### src/rtl/afifo_read_packer_if.sv
// Output stream of the async-FIFO read packer: a wide packed word plus its lane
// count and flush marker, moved on a valid/ready handshake.
//   out_data  : packed word, lane 0 (LSBs) is the oldest FIFO word
//   out_lanes : number of valid lanes in out_data
//   out_last  : word was produced by a flush
//   out_valid : payload valid
//   out_ready : downstream accepts when out_valid && out_ready at a clock edge
interface afifo_read_packer_if #(
    parameter int unsigned DATA_WIDTH = 8,
    parameter int unsigned PACK_RATIO = 4,
    parameter int unsigned LANE_W     = $clog2(PACK_RATIO + 1)
) ();
    logic [DATA_WIDTH*PACK_RATIO-1:0] out_data;
    logic [LANE_W-1:0]                out_lanes;
    logic                             out_last;
    logic                             out_valid;
    logic                             out_ready;

    modport master (
        output out_data,
        output out_lanes,
        output out_last,
        output out_valid,
        input  out_ready
    );

    modport slave (
        input  out_data,
        input  out_lanes,
        input  out_last,
        input  out_valid,
        output out_ready
    );
endinterface

### src/rtl/afifo_read_packer.sv
// Read-side consumer of the async FIFO (rclk domain). Drains DATA_WIDTH words
// via rinc/rempty, packs PACK_RATIO consecutive words into one wide word and
// presents it on a valid/ready stream. A flush emits the pending partial word
// zero-padded with out_last set.
//   rclk, rrst_n : read clock, async active-low reset
//   rempty       : FIFO empty flag (rclk domain)
//   rdata        : FIFO read data, valid the cycle after rinc && !rempty
//   rinc         : FIFO read increment (combinational)
//   flush        : single-cycle request to emit the partial word
//   out_if       : packed output stream (master side)
module afifo_read_packer #(
    parameter int unsigned DATA_WIDTH = 8,
    parameter int unsigned PACK_RATIO = 4,
    parameter int unsigned LANE_W     = $clog2(PACK_RATIO + 1)
) (
    input  logic                  rclk,
    input  logic                  rrst_n,
    input  logic                  rempty,
    input  logic [DATA_WIDTH-1:0] rdata,
    output logic                  rinc,
    input  logic                  flush,
    afifo_read_packer_if.master   out_if
);

    localparam int unsigned WORD_W = DATA_WIDTH * PACK_RATIO;
    localparam int unsigned CNT_W  = LANE_W + 1;

    logic [LANE_W-1:0] count_q, count_d;
    logic              inflight_q, inflight_d;
    logic              flush_pend_q, flush_pend_d;
    logic [WORD_W-1:0] pack_q, pack_d;
    logic [WORD_W-1:0] out_data_q, out_data_d;
    logic [LANE_W-1:0] out_lanes_q, out_lanes_d;
    logic              out_last_q, out_last_d;
    logic              out_valid_q, out_valid_d;

    logic              out_free;
    logic [LANE_W-1:0] count_cap;

    // Reads are only issued while the captured plus in-flight lanes still fit.
    assign rinc = rrst_n && !rempty && !flush_pend_q && !flush &&
                  ((CNT_W'(count_q) + CNT_W'(inflight_q)) < CNT_W'(PACK_RATIO));

    assign out_free = !out_valid_q || out_if.out_ready;

    // Capture, word completion, flush and output-register next state.
    always_comb begin
        pack_d       = pack_q;
        count_cap    = count_q;
        inflight_d   = rinc;
        flush_pend_d = flush_pend_q || flush;
        out_data_d   = out_data_q;
        out_lanes_d  = out_lanes_q;
        out_last_d   = out_last_q;
        out_valid_d  = out_valid_q && !out_if.out_ready;

        if (inflight_q) begin
            for (int unsigned i = 0; i < PACK_RATIO; i++) begin
                if (count_q == LANE_W'(i)) begin
                    pack_d[i*DATA_WIDTH +: DATA_WIDTH] = rdata;
                end
            end
            count_cap = count_q + LANE_W'(1);
        end

        count_d = count_cap;

        if (count_cap == LANE_W'(PACK_RATIO)) begin
            // Full word: move on this edge if the output register frees up.
            if (out_free) begin
                out_data_d   = pack_d;
                out_lanes_d  = LANE_W'(PACK_RATIO);
                out_last_d   = flush_pend_q || flush;
                out_valid_d  = 1'b1;
                count_d      = '0;
                pack_d       = '0;
                flush_pend_d = 1'b0;
            end
        end else if (flush_pend_q && !inflight_q && out_free) begin
            // Unused lanes are already zero: the pack register clears on every move.
            if (count_q != '0) begin
                out_data_d  = pack_q;
                out_lanes_d = count_q;
                out_last_d  = 1'b1;
                out_valid_d = 1'b1;
            end
            count_d      = '0;
            pack_d       = '0;
            flush_pend_d = 1'b0;
        end
    end

    // State registers.
    always_ff @(posedge rclk or negedge rrst_n) begin
        if (!rrst_n) begin
            count_q      <= '0;
            inflight_q   <= 1'b0;
            flush_pend_q <= 1'b0;
            pack_q       <= '0;
            out_data_q   <= '0;
            out_lanes_q  <= '0;
            out_last_q   <= 1'b0;
            out_valid_q  <= 1'b0;
        end else begin
            count_q      <= count_d;
            inflight_q   <= inflight_d;
            flush_pend_q <= flush_pend_d;
            pack_q       <= pack_d;
            out_data_q   <= out_data_d;
            out_lanes_q  <= out_lanes_d;
            out_last_q   <= out_last_d;
            out_valid_q  <= out_valid_d;
        end
    end

    assign out_if.out_data  = out_data_q;
    assign out_if.out_lanes = out_lanes_q;
    assign out_if.out_last  = out_last_q;
    assign out_if.out_valid = out_valid_q;

endmodule
### src/flat_wrapper.sv
// flat-port wrapper written by rule: the top's interface ports become plain ports
module afifo_read_packer_flat 
#(
    parameter int unsigned DATA_WIDTH = 8,
    parameter int unsigned PACK_RATIO = 4,
    parameter int unsigned LANE_W     = $clog2(PACK_RATIO + 1)
)
  (rclk, rrst_n, rempty, rdata, rinc, flush, out_if_out_data, out_if_out_lanes, out_if_out_last, out_if_out_valid, out_if_out_ready);
  afifo_read_packer_if #(.DATA_WIDTH(DATA_WIDTH), .PACK_RATIO(PACK_RATIO), .LANE_W(LANE_W)) out_if_i ();
  input  logic rclk;
  input  logic rrst_n;
  input  logic rempty;
  input  logic [DATA_WIDTH-1:0] rdata;
  output logic rinc;
  input  logic flush;
  output wire logic [$bits(out_if_i.out_data)-1:0] out_if_out_data;
  output wire logic [$bits(out_if_i.out_lanes)-1:0] out_if_out_lanes;
  output wire logic [$bits(out_if_i.out_last)-1:0] out_if_out_last;
  output wire logic [$bits(out_if_i.out_valid)-1:0] out_if_out_valid;
  input wire logic [$bits(out_if_i.out_ready)-1:0] out_if_out_ready;
  assign out_if_out_data = out_if_i.out_data;
  assign out_if_out_lanes = out_if_i.out_lanes;
  assign out_if_out_last = out_if_i.out_last;
  assign out_if_out_valid = out_if_i.out_valid;
  assign out_if_i.out_ready = out_if_out_ready;
  afifo_read_packer #(.DATA_WIDTH(DATA_WIDTH), .PACK_RATIO(PACK_RATIO), .LANE_W(LANE_W)) u_core (.rclk(rclk), .rrst_n(rrst_n), .rempty(rempty), .rdata(rdata), .rinc(rinc), .flush(flush), .out_if(out_if_i));
endmodule
### config.mk
export PLATFORM = sky130hd
export DESIGN_NAME = afifo_read_packer_flat
export DESIGN_NICKNAME = d
export VERILOG_FILES = /design/src/rtl/afifo_read_packer_if.sv /design/src/rtl/afifo_read_packer.sv /design/src/flat_wrapper.sv
export SDC_FILE = /design/constraint.sdc
export NUM_CORES = 1
export LEC_CHECK = 0
export BUFFER_PORTS_ARGS = -buffer_cell sky130_fd_sc_hd__buf_2
export CORE_ASPECT_RATIO = 0.75
export CORE_MARGIN = 3
export CORE_UTILIZATION = 59
export CTS_BUF_LIST = sky130_fd_sc_hd__clkbuf_8
export DETAILED_ROUTE_END_ITERATION = 10
export PLACE_DENSITY = 0.82
export SYNTH_ARGS = -nofsm -noshare
export SYNTH_HDL_FRONTEND = slang
export SYNTH_SLANG_ARGS = --single-unit
### constraint.sdc
create_clock -name rclk -period 3.15 [get_ports rclk]
set_input_delay 0.63 -clock rclk [delete_from_list [all_inputs] [get_ports rclk]]
set_output_delay 0.63 -clock rclk [all_outputs]
set_load 0.03 [all_outputs]
==> impl_metrics.json, run 1 <==
{
  "status": "finished, final reports clean",
  "die_h_um": 72.6,
  "start_util": 0.632,
  "numPortBuffers": 50,
  "final_cell_area_um2": 4070,
  "ys_seq_area_frac": 0.530,
  "setup_ws_ns": 0.597,
  "drive_above_1_share": 0.408,
  "routedWlPerCell_um": 18.0,
  "postCtsResizedCells": 0,
  "syn2layout_area_growth_pct": 16.5,
  "start_kind": "flop",
  "required_ns": 3.39,
  "vdd_ir_drop_max_mv": 0.440,
  "crit_arrival_ns": 2.79,
  "clock-sinks": 74,
  "max_freq_mhz": 392,
  "clk_path_buf_depth": 2,
  "pwr-share-seq": 0.387,
  "hpwlAfterDp_mm": 4.98,
  "dpl_cell_area_um2": 3790,
  "p_switching_uw": 979,
  "antenna_found_initial": 0,
  "ys_seq_elements": 74,
  "clockRootBuffer": "clkbuf_8",
  "vias": 2483,
  "die_w_um": 94.9,
  "finalNonFillerCells": 430,
  "maxCapViolCount": 0,
  "antennaDiodeCount": 0,
  "final_core_util": 0.737,
  "grt_max_degree": 75,
  "slew_headroom": 0.394,
  "worstSetupPathType": "flop to flop",
  "dieArea_um2": 6890,
  "hold_path_class": "flop to flop",
  "synth_nets": 319,
  "avgSynthCellArea_um2": 11.6,
  "cts_tree": "yes",
  "first_global_vias": 2547,
  "p_clk_frac": 0.340,
  "postCtsSetupRepairBufs": 0,
  "maxSlewViolCount": 0,
  "tightest_slew_ns": 0.908,
  "hold_viol": 0,
  "gp_congestion": 0.910,
  "holdBufCountCts": 0,
  "p_int_uw": 2010,
  "final.min_clock_period_ns": 2.55,
  "ys_warn_count": 0,
  "clk_latency_ns": 0.35,
  "num_rows": 23,
  "final.setup.tns_ns": 0,
  "p_leak_uw": 0.00202,
  "dpl.cell_count": 414,
  "sw_frac_of_total": 0.328,
  "p_per_area_nw_per_um2": 734,
  "comb_power_share": 0.273,
  "grt_usage": 0.248,
  "crit_fanout": 32,
  "netlist_area_um2": 3490,
  "final_nets": 369,
  "synthCells": 300,
  "fin_crit_sh": 0.811,
  "dp_slack_ns": 0.643,
  "end_kind": "flop",
  "setup_viol": 0,
  "wl_mm": 7.72,
  "ant_nets": 0,
  "path_clk_slew_ns": 0.07,
  "grt-ovfl-total": 0,
  "io_pins": 51,
  "drtIter0Drc": 186,
  "cts_buffers": 9,
  "finalClockSkew_ns": 0.00504,
  "synth_cell_types": 30,
  "drc": 0,
  "routed_via_density": 5.77,
  "holdPathStages": 1,
  "cts_htree_levels": 3,
  "dr.pass1.iters": 4,
  "grt_pass1_wl_mm": 12.8,
  "reg2reg_depth": 6,
  "core_um2": 5530,
  "rsz0062_at_grt": "false"
}
## Yosys cell counts
cell type / number / share of area
dfrtp_1: 74 / 0.53
mux2_2: 65 / 0.21
nand2_1: 38 / 0.041
a21oi_1: 34 / 0.049
nand3_1: 33 / 0.047
inv_1: 8 / 0.0086
clkbuf_1: 6 / 0.0064
ha_1: 6 / 0.021
nor2_1: 5 / 0.0054
buf_6: 4 / 0.013
buf_2: 3 / 0.0043
nand3_2: 3 / 0.0086
buf_4: 2 / 0.0043
nand2b_1: 2 / 0.0036
nor4b_2: 2 / 0.0086
a211oi_1: 1 / 0.0021
a21boi_2: 1 / 0.0032
a21o_1: 1 / 0.0021
a31oi_1: 1 / 0.0018
and2b_2: 1 / 0.0025
and4b_1: 1 / 0.0029
buf_1: 1 / 0.0011
mux2_1: 1 / 0.0032
nand3_4: 1 / 0.0050
nand4_1: 1 / 0.0018
nor3_4: 1 / 0.0047
o21ai_0: 1 / 0.0014
o22a_1: 1 / 0.0025
o2bb2ai_1: 1 / 0.0025
o31a_1: 1 / 0.0025
## sequential cells by signal, indices dropped and copies added (netlist names)
register                 flops
u_core.out_if.out_data      32
u_core.inflight_q            1
u_core.out_if.out_lanes      3
u_core.flush_pend_q          1
u_core.out_if.out_valid      1
u_core.out_if.out_last       1
u_core.pack_q               32
u_core.count_q               3
## cells in the final DEF, fill, tap and decap left out, types with 2 or more instances in the layout
cell       Yosys  layout
buf_4          2       4
clkbuf_8       0      12
nand3_1       33      33
nand3_2        3       3
ha_1           6       6
buf_2          3      50
dfrtp_1       74      74
nand2_1       38      38
nand2b_1       2       2
mux2_2        65      65
nor4b_2        2       2
nor2_1         5       5
inv_1          8       8
a21oi_1       34      34
bufinv_16      0       4
## through the flow
stage,hold slack [ns],power [uW]
4_1_cts,0.506,3010
2_1_floorplan,0.334,1750
5_1_grt,0.521,3130
3_3_place_gp,0.473,1960
6_report,0.505,2990
3_5_place_dp,0.480,1980
## worst paths after layout
| path | startpoint | endpoint | slack [ns] |
|---|---|---|---|
| setup / recovery | u_core.count_q[1]$_DFF_PN0_ | u_core.out_if.out_data[31]$_DFFE_PN0P_ | 0.60 |
| hold / removal | u_core.out_if.out_data[8]$_DFFE_PN0P_ | u_core.out_if.out_data[8]$_DFFE_PN0P_ | 0.50 |
| setup reg to reg | u_core.count_q[1]$_DFF_PN0_ | u_core.out_if.out_data[31]$_DFFE_PN0P_ | 0.60 |
| hold reg to reg | u_core.out_if.out_data[8]$_DFFE_PN0P_ | u_core.out_if.out_data[8]$_DFFE_PN0P_ | 0.50 |
| max in group asynchronous | rrst_n | u_core.pack_q[1]$_DFF_PN0_ | 2.02 |
| min in group asynchronous | rrst_n | u_core.out_if.out_data[26]$_DFFE_PN0P_ | 0.54 |
## final cells by class
cell class / count / area, um^2
multi-input combinational: 202 / 1510
inverter: 8 / 30.0
clock buffer: 12 / 165
tap: 75 / 93.8
timing repair buffer: 55 / 300
clock inverter: 4 / 120
fill: 407 / 1450
sequential: 74 / 1850
## per-layer routing
layer  part of all wire  vias up  track usage
met5                  0        -            0
met4              0.013        0       0.0640
met3              0.073       15       0.0722
met2               0.49       71        0.388
met1               0.43     1244        0.346
li1                   -     1153            -
## worst max-delay path, cell delays in order, from the launching register on
cell	delay [ns]
dfrtp_1	0.45
ha_1	0.21
ha_1	0.37
nor4b_2	0.41
o31a_1	0.36
buf_12	0.24
mux2_2	0.37
## kinds of logic after synthesis
group | Yosys count | synth area share
AND/OR/NAND/NOR | 88 | 0.131
flip-flops | 74 | 0.530
multiplexers | 66 | 0.213
AO/OA/AOI/OAI | 42 | 0.0670
buffers and inverters | 24 | 0.0376
adder cells (fa/ha/maj) | 6 | 0.0215
## power groups by stage
stage          Combinational [uW]  Sequential, uW  Clock [uW]
6_report                      815            1160        1020
5_1_grt                       883            1170        1070
4_1_cts                       823            1160        1030
3_5_place_dp                  814            1170           0
3_3_place_gp                  800            1160           0
2_1_floorplan                 401            1350           0
Note: power is estimated with default switching activity, not from simulation.
==> inputs of run 2 (changes only) <==
--- a/config.mk
+++ b/config.mk
@@ -8,10 +8,10 @@
 export BUFFER_PORTS_ARGS = -buffer_cell sky130_fd_sc_hd__buf_2
 export CORE_ASPECT_RATIO = 0.75
 export CORE_MARGIN = 3
-export CORE_UTILIZATION = 59
+export CORE_UTILIZATION = 53
 export CTS_BUF_LIST = sky130_fd_sc_hd__clkbuf_8
 export DETAILED_ROUTE_END_ITERATION = 10
-export PLACE_DENSITY = 0.82
+export PLACE_DENSITY = 0.78
 export SYNTH_ARGS = -nofsm -noshare
 export SYNTH_HDL_FRONTEND = slang
 export SYNTH_SLANG_ARGS = --single-unit
==> constraint.sdc (replaced) <==
create_clock -name rclk -period 2.2 [get_ports rclk]
set_input_delay 0.44 -clock rclk [delete_from_list [all_inputs] [get_ports rclk]]
set_output_delay 0.44 -clock rclk [all_outputs]
set_load 0.03 [all_outputs]
==> impl_metrics.json, run 2 (synthesis gave the netlist of run 1 again) <==
{
  "final_cell_area_um2": 4520,
  "rsz0062_at_grt": "true",
  "grt_pass1_wl_mm": 13.6,
  "status": "finished with violations",
  "cp_cell_sequence": "ha_2, ha_4, nor4b_4, o31a_1, buf_8, clkbuf_16, buf_4, buf_4, o22a_1",
  "crit_end": "u_core.out_if.out_last$_DFFE_PN0P_",
  "path_buf_inv": 4,
  "rrSetupSlack_ns": -0.02,
  "end_kind": "flop",
  "die_w_um": 99.7,
  "gp_congestion": 0.864,
  "routed_via_density": 5.87,
  "p_leak_uw": 0.00219,
  "io_pins": 51,
  "grt_usage": 0.233,
  "dpl.cell_count": 430,
  "clk_latency_ns": 0.35,
  "hold_viol": 0,
  "routedWlPerCell_um": 19.8,
  "worstSetupPathType": "flop to flop",
  "critPathLaunch": "u_core.count_q[1]$_DFF_PN0_",
  "clock-sinks": 74,
  "final_cell_mix": "74 x dfrtp_1, 50 x buf_2, 38 x nand2_1, 34 x a21oi_1",
  "violations": "negative setup slack",
  "vias": 2676,
  "vdd_ir_drop_max_mv": 0.693,
  "hpwlAfterDp_mm": 5.11,
  "grt_max_degree": 75,
  "crit_path_frequent_cell": "buf_4",
  "syn2layout_area_growth_pct": 29.3,
  "pwr-share-seq": 0.373,
  "p_switching_uw": 1550,
  "cp_slowest_cell": "dfrtp_1",
  "crit_arrival_ns": 2.47,
  "reg2reg_depth": 9,
  "maxSlewViolCount": 0,
  "crit_fanout": 7,
  "dpl_cell_area_um2": 3890,
  "die_h_um": 76.3,
  "p_int_uw": 2880,
  "max_stage_delay_ns": 0.41,
  "finalClockSkew_ns": 0.00385,
  "cts_tree": "yes",
  "numPortBuffers": 50,
  "fin_crit_sh": 1.01,
  "dr.pass1.iters": 4,
  "start_kind": "flop",
  "r2r_end": "u_core.out_if.out_last$_DFFE_PN0P_",
  "wl_mm": 9.03,
  "setup_viol": 16,
  "start_util": 0.573,
  "cts_htree_levels": 3,
  "drc": 0,
  "grt-ovfl-total": 0,
  "layout.cells.most_common": "dfrtp_1",
  "dp_slack_ns": -0.0685,
  "clockRootBuffer": "clkbuf_8",
  "max_freq_mhz": 450,
  "p_per_area_nw_per_um2": 981,
  "num_rows": 24,
  "antennaDiodeCount": 0,
  "finalNonFillerCells": 456,
  "maxCapViolCount": 0,
  "worst-path-stages": 9,
  "final_nets": 392,
  "ant_nets": 0,
  "path_delay_family": "buffers and inverters",
  "tightest_slew_ns": 0.924,
  "final.setup.tns_ns": -0.177,
  "dieArea_um2": 7610,
  "hold_path_class": "primary input to flop",
  "comb_power_share": 0.367,
  "antenna_found_initial": 0,
  "drive_above_1_share": 0.460,
  "core_um2": 6100,
  "whs_ns": 0.325,
  "clk_path_buf_depth": 2,
  "p_clk_frac": 0.260,
  "first_global_vias": 2664,
  "drtIter0Drc": 220,
  "slew_headroom": 0.384,
  "setup_ws_ns": -0.0226,
  "reg2reg_from": "u_core.count_q[1]$_DFF_PN0_",
  "path_clk_slew_ns": 0.07,
  "cts_buffers": 9,
  "final.min_clock_period_ns": 2.22,
  "sw_frac_of_total": 0.350,
  "required_ns": 2.44
}
run 2: what timing repair did:
item / 4_1_cts / 5_1_grt
resized for setup: 15 / 40
buffers inserted: 1 / 3
setup endpoints to repair: 35 / 60
hold buffers: 0 / 0
pin swaps: 2 / 5
cloned: 2 / 4
run 2: worst min path at each step:
stage                                        endpoint                                   start  cells past startpoint  slack (ns)
3_5_place_dp   u_core.out_if.out_lanes[1]$_DFFE_PN0P_  u_core.out_if.out_lanes[1]$_DFFE_PN0P_                      1        0.48
4_1_cts                 u_core.flush_pend_q$_DFF_PN0_                                   flush                      3        0.32
2_1_floorplan             u_core.count_q[0]$_DFF_PN0_                                  rrst_n                      0        0.14
3_3_place_gp   u_core.out_if.out_lanes[1]$_DFFE_PN0P_  u_core.out_if.out_lanes[1]$_DFFE_PN0P_                      1        0.47
5_1_grt                 u_core.flush_pend_q$_DFF_PN0_                                   flush                      3        0.31
6_report                u_core.flush_pend_q$_DFF_PN0_                                   flush                      3        0.32
run 2: power groups by stage:
| stage | Clock [uW] | Sequential, uW | Combinational (uW) |
|---|---|---|---|
| 2_1_floorplan | 0 | 1930 | 574 |
| 3_3_place_gp | 0 | 1660 | 1200 |
| 3_5_place_dp | 0 | 1670 | 1230 |
| 4_1_cts | 1170 | 1640 | 1370 |
| 5_1_grt | 1240 | 1680 | 1720 |
| 6_report | 1150 | 1650 | 1630 |
run 2: routing by layer:
| metal | wire (um) | vias up | part of all wire | GRT usage |
|---|---|---|---|---|
| li1 | - | 1206 | - | - |
| met1 | 3910 | 1322 | 0.43 | 0.315 |
| met2 | 4240 | 122 | 0.47 | 0.352 |
| met3 | 629 | 26 | 0.070 | 0.0732 |
| met4 | 252 | 0 | 0.028 | 0.0873 |
| met5 | 0 | - | 0 | 0 |
run 2: cell type report:
cell class,count,area (um^2)
clock buffer,10,138
inverter,8,35.0
clock inverter,6,81.3
tap,78,97.6
sequential,74,1850
fill,420,1580
timing repair buffer,78,598
multi-input combinational,202,1710
run 2: per-stage QoR:
| step | power, uW | util |
|---|---|---|
| floorplan | 2510 | - |
| global placement | 2860 | 0.638 |
| detailed placement | 2890 | 0.638 |
| CTS | 4180 | 0.696 |
| global route | 4640 | 0.741 |
| finish | 4430 | 0.741 |
run 2: worst reg2reg max path, stage by stage (launching register included):
cell and delay, ns:
dfrtp_1 0.41, ha_2 0.21, ha_4 0.31, nor4b_4 0.06, o31a_1 0.31, buf_8 0.17
clkbuf_16 0.18, buf_4 0.15, buf_4 0.13, o22a_1 0.19
